## src/rtl/verificador_compuertas_pkg.sv

```systemverilog
// Shared definitions for the gate-lab checker: FSM encoding and the bit
// positions of the per-vector mismatch mask.
package verificador_compuertas_pkg;

  typedef enum logic [2:0] {
    IDLE     = 3'd0,
    APLICAR  = 3'd1,
    ESPERAR  = 3'd2,
    COMPARAR = 3'd3,
    FIN      = 3'd4
  } estado_t;

  localparam int MASK_XOR_FN  = 0;
  localparam int MASK_AND_FN  = 1;
  localparam int MASK_XOR_EST = 2;
  localparam int MASK_AND_EST = 3;

endpackage

```

## src/rtl/verificador_compuertas_if.sv

```systemverilog
// Bus between the checker and the gate bench it drives.
// Handshake: start is a one-cycle request honoured only in IDLE or FIN
// (ignored while busy); busy is high from the cycle after an accepted start
// until the sweep finishes; done then rises and holds, together with pass,
// err_count, fail_vec and fail_mask, until the next accepted start or reset.
// estado is a debug view of the FSM state.
interface verificador_compuertas_if #(
  parameter int N_BITS = 2,
  parameter int ERR_W  = 8
);
  import verificador_compuertas_pkg::*;

  logic              start;
  logic              rta_xor_fn;
  logic              rta_and_fn;
  logic              rta_xor_est;
  logic              rta_and_est;
  logic [N_BITS-1:0] estimulo;
  logic              busy;
  logic              done;
  logic              pass;
  logic [ERR_W-1:0]  err_count;
  logic [N_BITS-1:0] fail_vec;
  logic [3:0]        fail_mask;
  estado_t           estado;

  modport master (
    output start, rta_xor_fn, rta_and_fn, rta_xor_est, rta_and_est,
    input  estimulo, busy, done, pass, err_count, fail_vec, fail_mask, estado
  );

  modport slave (
    input  start, rta_xor_fn, rta_and_fn, rta_xor_est, rta_and_est,
    output estimulo, busy, done, pass, err_count, fail_vec, fail_mask, estado
  );

endinterface

```

## src/rtl/verificador_compuertas_modelo.sv

```systemverilog
// Golden model of the gates under test: XOR and AND across the whole vector.
module modelo_compuertas #(
  parameter int N_BITS = 2
) (
  input  logic [N_BITS-1:0] estimulo,
  output logic              esp_xor,
  output logic              esp_and
);

  // Pure reduction operators; no state.
  always_comb begin
    esp_xor = ^estimulo;
    esp_and = &estimulo;
  end

endmodule

```

## src/rtl/verificador_compuertas.sv

```systemverilog
// Sweeps every input vector through the gates under test, waits for the
// responses to settle, compares them against the golden model and keeps a
// saturating error count plus the first failing vector and mask.
module verificador_compuertas
  import verificador_compuertas_pkg::*;
#(
  parameter int N_BITS        = 2,
  parameter int SETTLE_CYCLES = 2,
  parameter int ERR_W         = 8
) (
  input logic                     clk,
  input logic                     reset_L,
  verificador_compuertas_if.slave bus
);

  localparam int CW = $clog2(SETTLE_CYCLES + 1);

  estado_t           estado;
  logic [N_BITS-1:0] idx;
  logic [CW-1:0]     cnt;
  logic              first_fail;
  logic [N_BITS-1:0] estimulo;
  logic              busy;
  logic              done;
  logic              pass;
  logic [ERR_W-1:0]  err_count;
  logic [N_BITS-1:0] fail_vec;
  logic [3:0]        fail_mask;
  logic              esp_xor;
  logic              esp_and;
  logic [3:0]        mask;

  modelo_compuertas #(.N_BITS(N_BITS)) u_modelo (
    .estimulo (estimulo),
    .esp_xor  (esp_xor),
    .esp_and  (esp_and)
  );

  // Per-gate mismatch of the current responses against the golden model.
  always_comb begin
    mask               = '0;
    mask[MASK_XOR_FN]  = bus.rta_xor_fn  ^ esp_xor;
    mask[MASK_AND_FN]  = bus.rta_and_fn  ^ esp_and;
    mask[MASK_XOR_EST] = bus.rta_xor_est ^ esp_xor;
    mask[MASK_AND_EST] = bus.rta_and_est ^ esp_and;
  end

  // Sweep sequencer; all results are registered here.
  always_ff @(posedge clk) begin
    if (!reset_L) begin
      estado     <= IDLE;
      idx        <= '0;
      cnt        <= '0;
      first_fail <= 1'b0;
      estimulo   <= '0;
      busy       <= 1'b0;
      done       <= 1'b0;
      pass       <= 1'b0;
      err_count  <= '0;
      fail_vec   <= '0;
      fail_mask  <= '0;
    end else begin
      case (estado)
        IDLE, FIN: begin
          if (bus.start) begin
            idx        <= '0;
            err_count  <= '0;
            fail_vec   <= '0;
            fail_mask  <= '0;
            first_fail <= 1'b0;
            done       <= 1'b0;
            pass       <= 1'b0;
            busy       <= 1'b1;
            estado     <= APLICAR;
          end else if (estado == FIN) begin
            busy <= 1'b0;
            done <= 1'b1;
            pass <= (err_count == '0);
          end
        end
        APLICAR: begin
          estimulo <= idx;
          cnt      <= CW'(SETTLE_CYCLES);
          estado   <= ESPERAR;
        end
        ESPERAR: begin
          cnt <= cnt - 1'b1;
          if (cnt == CW'(1)) estado <= COMPARAR;
        end
        COMPARAR: begin
          if (mask != 4'b0000) begin
            if (err_count != '1) err_count <= err_count + 1'b1;
            if (!first_fail) begin
              fail_vec   <= estimulo;
              fail_mask  <= mask;
              first_fail <= 1'b1;
            end
          end
          if (idx == '1) begin
            estado <= FIN;
          end else begin
            idx    <= idx + 1'b1;
            estado <= APLICAR;
          end
        end
        default: estado <= IDLE;
      endcase
    end
  end

  assign bus.estimulo  = estimulo;
  assign bus.busy      = busy;
  assign bus.done      = done;
  assign bus.pass      = pass;
  assign bus.err_count = err_count;
  assign bus.fail_vec  = fail_vec;
  assign bus.fail_mask = fail_mask;
  assign bus.estado    = estado;

endmodule

```

## src/flat_wrapper.sv

```systemverilog
// flat-port wrapper written by rule: the top's interface ports become plain ports
module verificador_compuertas_flat import verificador_compuertas_pkg::*;
#(
  parameter int N_BITS        = 2,
  parameter int SETTLE_CYCLES = 2,
  parameter int ERR_W         = 8
)
  (clk, reset_L, bus_start, bus_rta_xor_fn, bus_rta_and_fn, bus_rta_xor_est, bus_rta_and_est, bus_estimulo, bus_busy, bus_done, bus_pass, bus_err_count, bus_fail_vec, bus_fail_mask, bus_estado);
  verificador_compuertas_if #(.N_BITS(N_BITS), .ERR_W(ERR_W)) bus_i ();
  input logic clk;
  input logic reset_L;
  input wire logic [$bits(bus_i.start)-1:0] bus_start;
  input wire logic [$bits(bus_i.rta_xor_fn)-1:0] bus_rta_xor_fn;
  input wire logic [$bits(bus_i.rta_and_fn)-1:0] bus_rta_and_fn;
  input wire logic [$bits(bus_i.rta_xor_est)-1:0] bus_rta_xor_est;
  input wire logic [$bits(bus_i.rta_and_est)-1:0] bus_rta_and_est;
  output wire logic [$bits(bus_i.estimulo)-1:0] bus_estimulo;
  output wire logic [$bits(bus_i.busy)-1:0] bus_busy;
  output wire logic [$bits(bus_i.done)-1:0] bus_done;
  output wire logic [$bits(bus_i.pass)-1:0] bus_pass;
  output wire logic [$bits(bus_i.err_count)-1:0] bus_err_count;
  output wire logic [$bits(bus_i.fail_vec)-1:0] bus_fail_vec;
  output wire logic [$bits(bus_i.fail_mask)-1:0] bus_fail_mask;
  output wire logic [$bits(bus_i.estado)-1:0] bus_estado;
  assign bus_i.start = bus_start;
  assign bus_i.rta_xor_fn = bus_rta_xor_fn;
  assign bus_i.rta_and_fn = bus_rta_and_fn;
  assign bus_i.rta_xor_est = bus_rta_xor_est;
  assign bus_i.rta_and_est = bus_rta_and_est;
  assign bus_estimulo = bus_i.estimulo;
  assign bus_busy = bus_i.busy;
  assign bus_done = bus_i.done;
  assign bus_pass = bus_i.pass;
  assign bus_err_count = bus_i.err_count;
  assign bus_fail_vec = bus_i.fail_vec;
  assign bus_fail_mask = bus_i.fail_mask;
  assign bus_estado = bus_i.estado;
  verificador_compuertas #(.N_BITS(N_BITS), .SETTLE_CYCLES(SETTLE_CYCLES), .ERR_W(ERR_W)) u_core (.clk(clk), .reset_L(reset_L), .bus(bus_i));
endmodule
```

## config.mk

```make
export PLATFORM = sky130hd
export DESIGN_NAME = verificador_compuertas_flat
export DESIGN_NICKNAME = d
export VERILOG_FILES = /design/src/rtl/verificador_compuertas_pkg.sv /design/src/rtl/verificador_compuertas_if.sv /design/src/rtl/verificador_compuertas_modelo.sv /design/src/rtl/verificador_compuertas.sv /design/src/flat_wrapper.sv
export SDC_FILE = /design/constraint.sdc
export NUM_CORES = 1
export LEC_CHECK = 0
export BUFFER_PORTS_ARGS = -buffer_cell sky130_fd_sc_hd__buf_2
export CAP_MARGIN = 10
export CORE_MARGIN = 4
export CORE_UTILIZATION = 60
export CTS_BUF_LIST = sky130_fd_sc_hd__clkbuf_4 sky130_fd_sc_hd__clkbuf_8
export CTS_CLUSTER_SIZE = 28
export DETAILED_ROUTE_END_ITERATION = 7
export PLACE_DENSITY = 0.95
export SYNTH_ARGS = -nofsm -noshare
export SYNTH_HDL_FRONTEND = slang
export SYNTH_SLANG_ARGS = --single-unit
```

## constraint.sdc

```tcl
create_clock -name clk -period 4.5 [get_ports clk]
set_input_delay 0.45 -clock clk [delete_from_list [all_inputs] [get_ports clk]]
set_output_delay 0.45 -clock clk [all_outputs]
set_load 0.05 [all_outputs]
```

# Word level (Yosys, flattened, before mapping)
# Index checks and enable logic that the tools add are counted.
# classes
n_addsub,3
eq_ne,13
n_mux,28
bitwise_logic,4
reduce_logical,15
# ops
operator,count
8-bit two-way mux,3
8-bit case mux with 2 select lines,1
4-bit two-way mux,3
2-bit case mux with 2 select lines,3
3-bit case mux with 4 select lines,1
3-bit two-way mux,3
8-bit by 1-bit adder with 8-bit output (second input constant),1
8-bit logical NOT,1
1-bit two-way mux,8
2-bit two-way mux,4
8-bit inequality test (second input constant),1
4-bit case mux with 2 select lines,1
4-bit AND reduction,2
3-bit by 2-bit == test with 1-bit output (second input constant),2
2-bit by 1-bit inequality test with 1-bit output (second input constant),3
2-bit inequality test (second input constant),3
2-bit AND reduction,3
3-bit AND reduction,2
2-bit nonzero test,3
4-bit nonzero test,1
1-bit bitwise XOR,4
3-bit by 1-bit == test with 1-bit output (second input constant),1
3-bit == test (second input constant),1
3-bit logical NOT,1
7 further kinds,7
# totals
reg_bits,27
inputBits,7
out_inout_bits,22
elab_cells,74

# Logic depth before layout (Yosys ltp)
# Gate-level depths: netlist (run 1).
# depth
word_depth,5
depth_mapped,6
depth_no_buf,5

# By module
# Synthesis (run 1) repeated with hierarchy kept, for this count alone.
# unflattened
cells_unflattened,161
hier_area_um2,1367.6
# by_module_without_submodules
module,n_inst,cells_per_inst,area_each_um2,seq_area_each_um2
verificador_compuertas,1,160,1355.0,540.5
modelo_compuertas,1,1,12.5,0.0

# Least setup slack after synthesis (run 1)
# OpenSTA, ideal clock, no wires.
# synth_path
kind,reg2reg
from,"register u_core.estimulo[1], in the netlist u_core.bus.estimulo[1]"
to,"register u_core.err_count[2], in the netlist u_core.bus.err_count[2]"
setup_time_ps,132
arrival_time_ps,1963
required_ps,4368
slack_ps,2405
path_stages_with_launch,7
path_buffers,1
synth_period_minus_slack_ps,2095
path_cell_list,dfxtp_1 ha_1 and3_4 o22a_1 buf_2 o311ai_0 a21boi_1
# synth_via
elab_chain_len,5
word_cells_on_any_way,9
cone_classes,eq/ne (1); bitwise (4); reduce/logical (4)
# synth_rtl
item,line_no,text
start: declaration,verificador_compuertas.sv:22,logic [N_BITS-1:0] estimulo;
start signal: assignment,verificador_compuertas.sv:82,estimulo <= idx;
2-bit XOR reduction / 2-bit AND reduction (equally long branches),"verificador_compuertas_modelo.sv:12, verificador_compuertas_modelo.sv:13",
1-bit bitwise XOR (on tied branches),--,
4-bit nonzero test *,verificador_compuertas.sv:91,if (mask != 4'b0000) begin
2-bit by 1-bit inequality test with 1-bit output (no line) *,--,
4-bit AND reduction (no line) *,--,
end signal: assignment,verificador_compuertas.sv:92,if (err_count != '1) err_count <= err_count + 1'b1;
end: declaration,verificador_compuertas.sv:26,logic [ERR_W-1:0] err_count;
# Mark *: on every way between the ends. The rest lies on a longest branch, timed or not.
# A chain may end at the register's enable or synchronous reset.

# Worst setup path in the final report (run 1)
# layout_path
from,"register u_core.estimulo[0], in the netlist u_core.bus.estimulo[0]"
to,"register u_core.err_count[2], in the netlist u_core.bus.err_count[2]"
# Same word-level chain as after synthesis.

==> reports/metrics.cfg, run 1 <==
[cts]
root_buffer=clkbuf_4
cts.sinks=27
h-tree-depth=1
clockBufferDepth=2
cts_hold_buf=0
numCtsBuffers=3
cts_resized=0
clk_latency_ns=0.32
cts_tree=built
clk_pin_slew_ns=0.15
postCtsSetupRepairBufs=0

[setup_path]
rr_worst_depth=5
worst-setup-path-type=flop to flop
crit_arrival_ns=2.30
reg2reg_setup_slack_ns=2.47
regToRegEndpoint=u_core.bus.err_count[2]
path_max_fanout=13
end_kind=flop
r2r_start=u_core.bus.estimulo[0]
required_ns=4.76
cp-start-kind=flop

[detailed_routing]
wl_met2_um=1630
wl_per_cell_um=15.6
dr.pass1.iters=4
top_layer_used=met4
drtIter0Drc=49
drc_errors=0
routed_wl_um=3300
drt-vias-per-instance=6.33
vias=1336
ant_nets=0
drt-met1-wl_um=1360
route.met3.wl_um=268

[sta]
fin_tns_setup_ns=0
fin_hold_ws_ns=0.484
slew_viol_final=0
setup_violations=0
post-route-period-util_pct=45.2
final.min_clock_period_ns=2.03
tightest_slew_ns=0.488
hold_violations=0
clock-skew-final_ns=0.00713
slew_headroom_pct=67.2
max_freq_mhz=492
grt_setup_unrepaired=no

[layout]
nets=196
final_layout_size_suffix_gt1_share_pct=18.6
syn2layout_area_growth_pct=12.4
diodes=0

[floorplanning]
dieHeight_um=55.9
pin_count=29
core_um2=2190
start_util_pct=62.8
std_cell_rows=17
fp.dieArea_um2=3120
fp.dieW_um=55.9

[power]
power.clock.fraction_pct=24.9
power_density_nw_per_um2=277
switching_share_pct=29.7
seqPwrFrac_pct=59.6
combPwrFrac_pct=15.5
switchingPower_mw=0.127
internal_power_mw=0.301
ir_drop_v=0.000205
cellLeakagePower_nw=0.634

[global_route]
grtUsageTotal_pct=21.6
grt_max_degree=23
antenna_found_initial=0
grt_pass1_vias=1218
grt_pass1_wl_um=5660
grt-ovfl-total=0

[logic_synthesis]
ys_async_sr_fraction_pct=0
post_synth.cell_area_avg_um2=8.71
syn_nets=170
synth_seq_area_share_pct=39.3
synth_cells=158
synthesis.area_um2=1380
synth-main-ff-cell=dfxtp_1
synth_top_area_cell=dfxtp_1
ys_types=45
yosys_register_bits=27
yosys_warnings=0
yosysTopAreaCellShare_pct=39.3
synth_edf_count=0
yosys-top-cells-area=dfxtp_1, ha_1, nand3_1, nand4_1, a21oi_1

[run]
cap_viol_max_count=0

[min_path]
min_to=u_core.bus.estado[2]
worstHoldPathCells=3
min_path_type=input pin to flop
hold_start=bus_start

[outcome]
status=completed

[placed_design]
post-dp-hpwl_um=2460
port_buffers=28
gp_congestion=0.821

-- cell usage after synthesis (2+ instances only) --
library cell  count
dfxtp_1          27
nand2_1          10
nand3_1          10
nor2_1           10
a21oi_1           8
nor3_1            8
nand4_1           7
inv_1             6
ha_1              5
a22o_1            4
clkbuf_1          4
mux2i_1           4
o211ai_1          4
xor2_1            4
nor4_1            3
o2111ai_1         3
o22ai_1           3
or4_1             3
a21boi_0          2
a32o_1            2
and2_1            2
and3_1            2
buf_4             2
o21a_1            2
o21ai_0           2
or3_1             2
-- state kept, by name, summed over array words and instances (netlist names) --
register	count
u_core.bus.estado	3
u_core.cnt	2
u_core.idx	2
u_core.bus.fail_vec	2
u_core.bus.pass	1
u_core.bus.err_count	8
u_core.bus.estimulo	2
u_core.bus.done	1
u_core.first_fail	1
u_core.bus.busy	1
u_core.bus.fail_mask	4
-- kinds of logic after synthesis --
kind of cell / count (synthesis) / synth area share [%]
compound gates: 37 / 19.5
flops: 27 / 39.3
simple gates: 66 / 26.1
fa+ha+maj: 5 / 4.55
buf+inv: 14 / 4.45
xor+xnor: 5 / 3.18
mux: 4 / 2.91
-- worst max path at each step --
stage,slack (ns),endpoint,from,depth (start not counted)
after global routing,2.35,u_core.bus.err_count[7],u_core.bus.estimulo[0],5
after floorplan,2.40,u_core.bus.err_count[2],u_core.bus.estimulo[1],6
after CTS,2.48,u_core.bus.err_count[2],u_core.bus.estimulo[0],5
final,2.47,u_core.bus.err_count[2],u_core.bus.estimulo[0],5
after global placement,2.59,u_core.bus.err_count[2],u_core.bus.estimulo[0],5
after detailed placement,2.53,u_core.bus.err_count[2],u_core.bus.estimulo[0],5
-- power groups by stage --
| stage | Clock [mW] | Sequential (mW) | Combinational (mW) |
|---|---|---|---|
| after floorplan | 0 | 0.270 | 0.0398 |
| after global placement | 0 | 0.259 | 0.0633 |
| after detailed placement | 0 | 0.260 | 0.0661 |
| after CTS | 0.107 | 0.255 | 0.0664 |
| after global routing | 0.118 | 0.257 | 0.0724 |
| final | 0.106 | 0.255 | 0.0662 |
-- per-stage QoR --
step	util, %	area, µm²	std cells	power, mW	setup WS [ns]
floorplan	-	1380	158	0.310	2.40
global placement	69.2	1520	207	0.322	2.59
detailed placement	69.2	1520	207	0.326	2.53
CTS	70.6	1550	211	0.429	2.48
global route	70.6	1550	211	0.447	2.35
finish	70.6	1550	211	0.428	2.47
-- cell usage in the layout (no fill, tap or decap), types with 3 or more instances in the layout --
cell        n
a21oi_1     8
a22o_1      4
buf_2      28
clkbuf_4    3
dfxtp_1    27
ha_1        5
inv_1       6
mux2i_1     4
nand2_1    10
nand3_1    10
nand4_1     7
nor2_1     10
nor3_1      8
nor4_1      3
o2111ai_1   3
o211ai_1    4
o22ai_1     3
or4_1       3
xor2_1      4
-- critical path, cell delays in order, from the launching register on --
cell	delay (ns)
dfxtp_1	0.37
ha_1	0.37
and3_4	0.18
o22a_1	0.36
or4_1	0.55
a21boi_1	0.14
-- cell type report --
cell class	instances	area [µm²]
multi-input cells	117	774
fillers	172	644
flip-flops and latches	27	541
repair buffers	28	140
well taps	28	35.0
inverters	7	26.3
clock buffers	3	22.5
clock inverters	1	7.51
-- per-layer routing --
| layer | GRT usage, % | up-vias |
|---|---|---|
| li1 | - | 650 |
| met1 | 28.5 | 616 |
| met2 | 36.7 | 64 |
| met3 | 4.18 | 6 |
| met4 | 4.75 | 0 |
| met5 | 0 | - |
Power figures use the tool's default switching activity.
==> run 2, diff against run 1 <==
- CORE_UTILIZATION: 60 -> 56
- PLACE_DENSITY: 0.95 -> 0.93
- clock period: 4.5 -> 1.9 ns (I/O delays scaled with it)
==> reports/metrics.cfg, run 2 (synthesized netlist as in run 1, its figures left out) <==
[floorplanning]
pin_count=29
dieHeight_um=57.6
std_cell_rows=17
start_util_pct=60.5
fp.dieArea_um2=3310
fp.dieW_um=57.6
core_um2=2280

[placed_design]
dp.cells=212
gp_congestion=0.905
port_buffers=28
post-dp-hpwl_um=2570

[setup_path]
critPathBufInv=0
cp-start-kind=flop
worst-setup-path-type=flop to flop
path_max_fanout=10
cpPeakStageDelay_ns=0.52
rr_worst_depth=5
crit_end=u_core.bus.err_count[2]
cp_slowest_cell=or4_1
end_kind=flop
regToRegEndpoint=u_core.bus.err_count[2]
required_ns=2.16
crit_family=simple AND/OR/NAND/NOR gates
startpoint=u_core.bus.estimulo[0]
crit_arrival_ns=2.12
r2r_start=u_core.bus.estimulo[0]
path_depth=5
crit_chain=ha_1 > and3_4 > o22a_4 > or4_1 > a21boi_1
reg2reg_setup_slack_ns=0.04

[layout]
diodes=0
nets=203
final_layout_size_suffix_gt1_share_pct=23.7
layout_commonest_cell=buf_2
post-route-util_pct=71.0
layoutNonFillerInstCount=218
syn2layout_area_growth_pct=17.5
largest_reg_flops=8
most-common-layout-cells=buf_2, dfxtp_1, nor2_1, nand2_1, nand3_1
top_register=u_core.bus.err_count
reg_top3=u_core.bus.err_count x8, u_core.bus.fail_mask x4, u_core.bus.estado x3

[power]
power_mw=1.03
ir_drop_v=0.000547
cellLeakagePower_nw=0.666
power_density_nw_per_um2=638

[detailed_routing]
routed_wl_um=3500
dr.pass1.iters=4
ant_nets=0
drc_errors=0
wl_per_cell_um=16.1
drt-vias-per-instance=6.43
drtIter0Drc=66
vias=1402

[outcome]
status=completed

[cts]
numCtsBuffers=3
cts.sinks=27
clk_latency_ns=0.33
cts_tree=built
root_buffer=clkbuf_4
h-tree-depth=1
clockBufferDepth=2
clk_pin_slew_ns=0.15

[global_route]
antenna_found_initial=0
grtUsageTotal_pct=21.9
grt-ovfl-total=0
grt_pass1_vias=1313
grt_max_degree=22
grt_pass1_wl_um=5780

[sta]
clock-skew-final_ns=0.00658
final.min_clock_period_ns=1.86
post-route-period-util_pct=97.9
fin_hold_ws_ns=0.220
setup_violations=0
tightest_slew_ns=0.507
slew_viol_final=0
hold_violations=0
max_freq_mhz=537
slew_headroom_pct=66.0

[run]
cap_viol_max_count=0

[min_path]
hold_start=bus_start
min_path_type=input pin to flop

-- run 2: final cells by class --
cell class                 instances  area [µm²]
clock buffer                       3        22.5
clock inverter                     1        7.51
fill                             168         659
inverter                           7        26.3
multi-input combinational        117         787
sequential                        27         546
tap                               28        35.0
timing repair buffer              35         193
-- run 2: metal layers --
metal  up-vias  global-route usage, %  part of all wire (%)
met4         0                   6.95                  0.23
met3         2                   4.52                   8.5
met2        77                   37.9                    51
li1        663                      -                     -
met1       660                   26.8                    41
met5         -                      0                     0
-- run 2: worst register-to-register path, cell delays in order (launching register included) --
cell and delay [ns]:
dfxtp_2 0.36, ha_1 0.32, and3_4 0.17, o22a_4 0.29
or4_1 0.52, a21boi_1 0.15
-- run 2: report_power, final --
group	total [mW]	switching (mW)	leakage, nW	internal (mW)
combinational	0.170	0.114	0.432	0.0560
clock	0.258	0.178	0.0139	0.0805
sequential	0.602	0.0207	0.220	0.581
total	1.03	0.313	0.666	0.718
-- run 2: worst min path at each step --
| stage | to | slack, ns | cells after the start |
|---|---|---|---|
| final | u_core.bus.estado[2] | 0.22 | 3 |
| after CTS | u_core.bus.estado[2] | 0.21 | 3 |
| after global placement | u_core.bus.busy | 0.44 | 2 |
| after detailed placement | u_core.bus.fail_mask[2] | 0.46 | 1 |
| after global routing | u_core.bus.estado[2] | 0.21 | 3 |
| after floorplan | u_core.bus.done | 0.36 | 2 |
-- run 2: stage by stage --
stage	TNS [ns]	cell area (µm²)	setup slack, ns
2_1_floorplan	0	1380	0.00248
3_3_place_gp	0	1560	0.0775
3_5_place_dp	0	1560	0.00287
4_1_cts	0	1590	0.00852
5_1_grt	-0.00862	1620	-0.00862
6_report	0	1620	0.0390
-- run 2: timing repair --
| item | CTS | global route |
|---|---|---|
| endpoints found under the hold margin | 0 | 0 |
| hold buffers | 0 | 0 |
| gates resized for setup | 1 | 3 |
| setup endpoints to repair | 1 | 7 |
| pin swaps | 0 | 1 |
| setup buffers | 0 | 2 |
==> run 3, diff against run 2 <==
- ABC_AREA: default -> 1
- CORE_UTILIZATION: 56 -> 57
- PLACE_DENSITY: 0.93 -> 0.92
==> reports/metrics.cfg, run 3 <==
[outcome]
status=completed

[setup_path]
path_max_fanout=11
cp_common_cell=nand2_2
cpPeakStageDelay_ns=0.37
crit_chain=ha_1 > nand2_1 > nand2_2 > nor2_4 > nand2_2 > nand2_4 > nand2_4 > nand2_2 > nand2_1 > inv_1 > nor2_1
end_kind=flop
r2r_start=u_core.bus.estimulo[0]
rr_worst_depth=11
cp_slowest_cell=dfxtp_1
cp-start-kind=flop
required_ns=2.16
reg2reg_setup_slack_ns=0.24
worst-setup-path-type=flop to flop
startpoint=u_core.bus.estimulo[0]
regToRegEndpoint=u_core.bus.fail_mask[1]
crit_arrival_ns=1.92

[layout]
largest_reg_flops=8
diodes=0
top_register=u_core.bus.err_count
most-common-layout-cells=nand2_1, inv_1, nor2_1
post-route-util_pct=68.4
layoutNonFillerInstCount=285
reg_top3=u_core.bus.err_count x8, u_core.bus.fail_mask x4, u_core.bus.estado x3
nets=268
layout_commonest_cell=nand2_1
fin_area_um2=1760
syn2layout_area_growth_pct=11.3
final_layout_size_suffix_gt1_share_pct=23.5

[logic_synthesis]
ys_async_sr_fraction_pct=0
synth-main-ff-cell=dfxtp_1
ys_types=27
ys_top_cells_by_count=nand2_1, inv_1, nor2_1
synth_top_area_cell=dfxtp_1
synth_seq_area_share_pct=34.3
synthesis.area_um2=1580
syn_nets=239
synth.most_common_cell=nand2_1
synth_edf_count=0
yosysTopAreaCellShare_pct=34.3
yosys-top-cells-area=dfxtp_1, nand2_1, inv_1, nor2_1, a21oi_1
yosys_register_bits=27
synth_cells=227
yosys_warnings=0
post_synth.cell_area_avg_um2=6.95

[sta]
fin_hold_ws_ns=0.180
slew_viol_final=0
setup_violations=0
clock-skew-final_ns=0.00205
grt_setup_unrepaired=no
tightest_slew_ns=0.387
post-route-period-util_pct=87.4
fin_tns_setup_ns=0
final.min_clock_period_ns=1.66
max_freq_mhz=602
worst_slack_ns=0.239
hold_violations=0
slew_headroom_pct=74.2

[min_path]
min_to=u_core.bus.fail_vec[1]
min_path_type=input pin to flop
hold_start=reset_L
worstHoldPathCells=3

[cts]
cts.sinks=27
h-tree-depth=1
cts_tree=built
cts_resized=0
cts_hold_buf=0
root_buffer=clkbuf_4
clk_latency_ns=0.34
postCtsSetupRepairBufs=0
clk_pin_slew_ns=0.16
clockBufferDepth=2
numCtsBuffers=3

[detailed_routing]
drtIter0Drc=59
drt-vias-per-instance=5.26
ant_nets=0
dr.pass1.iters=4
routed_wl_um=3330
drc_errors=0
wl_per_cell_um=11.7
vias=1499

[placed_design]
port_buffers=28
dp_slack_ns=0.267
gp_congestion=0.902
post-dp-hpwl_um=2500
dp.cells=281
placed_cell_area_um2=1720

[power]
power_mw=1.89
power_density_nw_per_um2=1080
cellLeakagePower_nw=0.873
ir_drop_v=0.00110

[global_route]
use_met1_pct=23.4
grt_pass1_vias=1424
antenna_found_initial=0
grt_pass1_wl_um=5800
met2_usage_pct=37.7
grt-ovfl-total=0
use_met3_pct=4.04
grtUsageTotal_pct=20.4
busiest_layer=met2
grt_max_degree=18

[floorplanning]
fp.dieW_um=60.6
start_util_pct=61.5
std_cell_rows=18
pin_count=29
dieHeight_um=60.6
fp.dieArea_um2=3670
core_um2=2570

[run]
cap_viol_max_count=0

-- run 3: report_power, final --
part | internal (mW) | switching, mW
clock network | 0.0862 | 0.189
logic | 0.236 | 0.649
registers | 0.658 | 0.0755
-- run 3: worst max path at each step --
stage,endpoint,slack (ns)
2_1_floorplan,u_core.bus.err_count[6],0.005
3_3_place_gp,u_core.bus.fail_vec[0],0.32
3_5_place_dp,u_core.bus.fail_mask[1],0.27
4_1_cts,u_core.bus.fail_mask[1],0.23
5_1_grt,u_core.bus.fail_vec[0],0.07
6_report,u_core.bus.fail_mask[1],0.24
-- run 3: cells by family (layout without fill, tap and decap cells) --
logic type                 Yosys count  after routing  share of synthesized area (%)
adders and majority gates            5              5                           3.97
buffers and inverters               40             68                           10.9
and+or+nand+nor                    127            127                           41.5
DFF                                 27             27                           34.3
AOI/OAI and AO/OA                   28             28                           9.44
-- run 3: per-layer routing --
metal	up-vias	share of wire, %
met4	0	1.5
met1	675	43
li1	771	-
met3	10	5.4
met5	-	0
met2	43	50
-- run 3: cell type report --
class	instances	area (µm²)
Sequential cell	27	541
Tap cell	30	37.5
Clock buffer	3	22.5
Timing Repair Buffer	28	140
Clock inverter	1	8.76
Fill cell	231	812
Inverter	36	140
Multi-Input combinational cell	160	866
-- run 3: worst max-delay path: cells and delay by family, from the launching register on --
family / cells / cell delay [ns]
simple gates: 9 / 0.81
flops: 1 / 0.37
fa+ha+maj: 1 / 0.34
buf+inv: 1 / 0.05
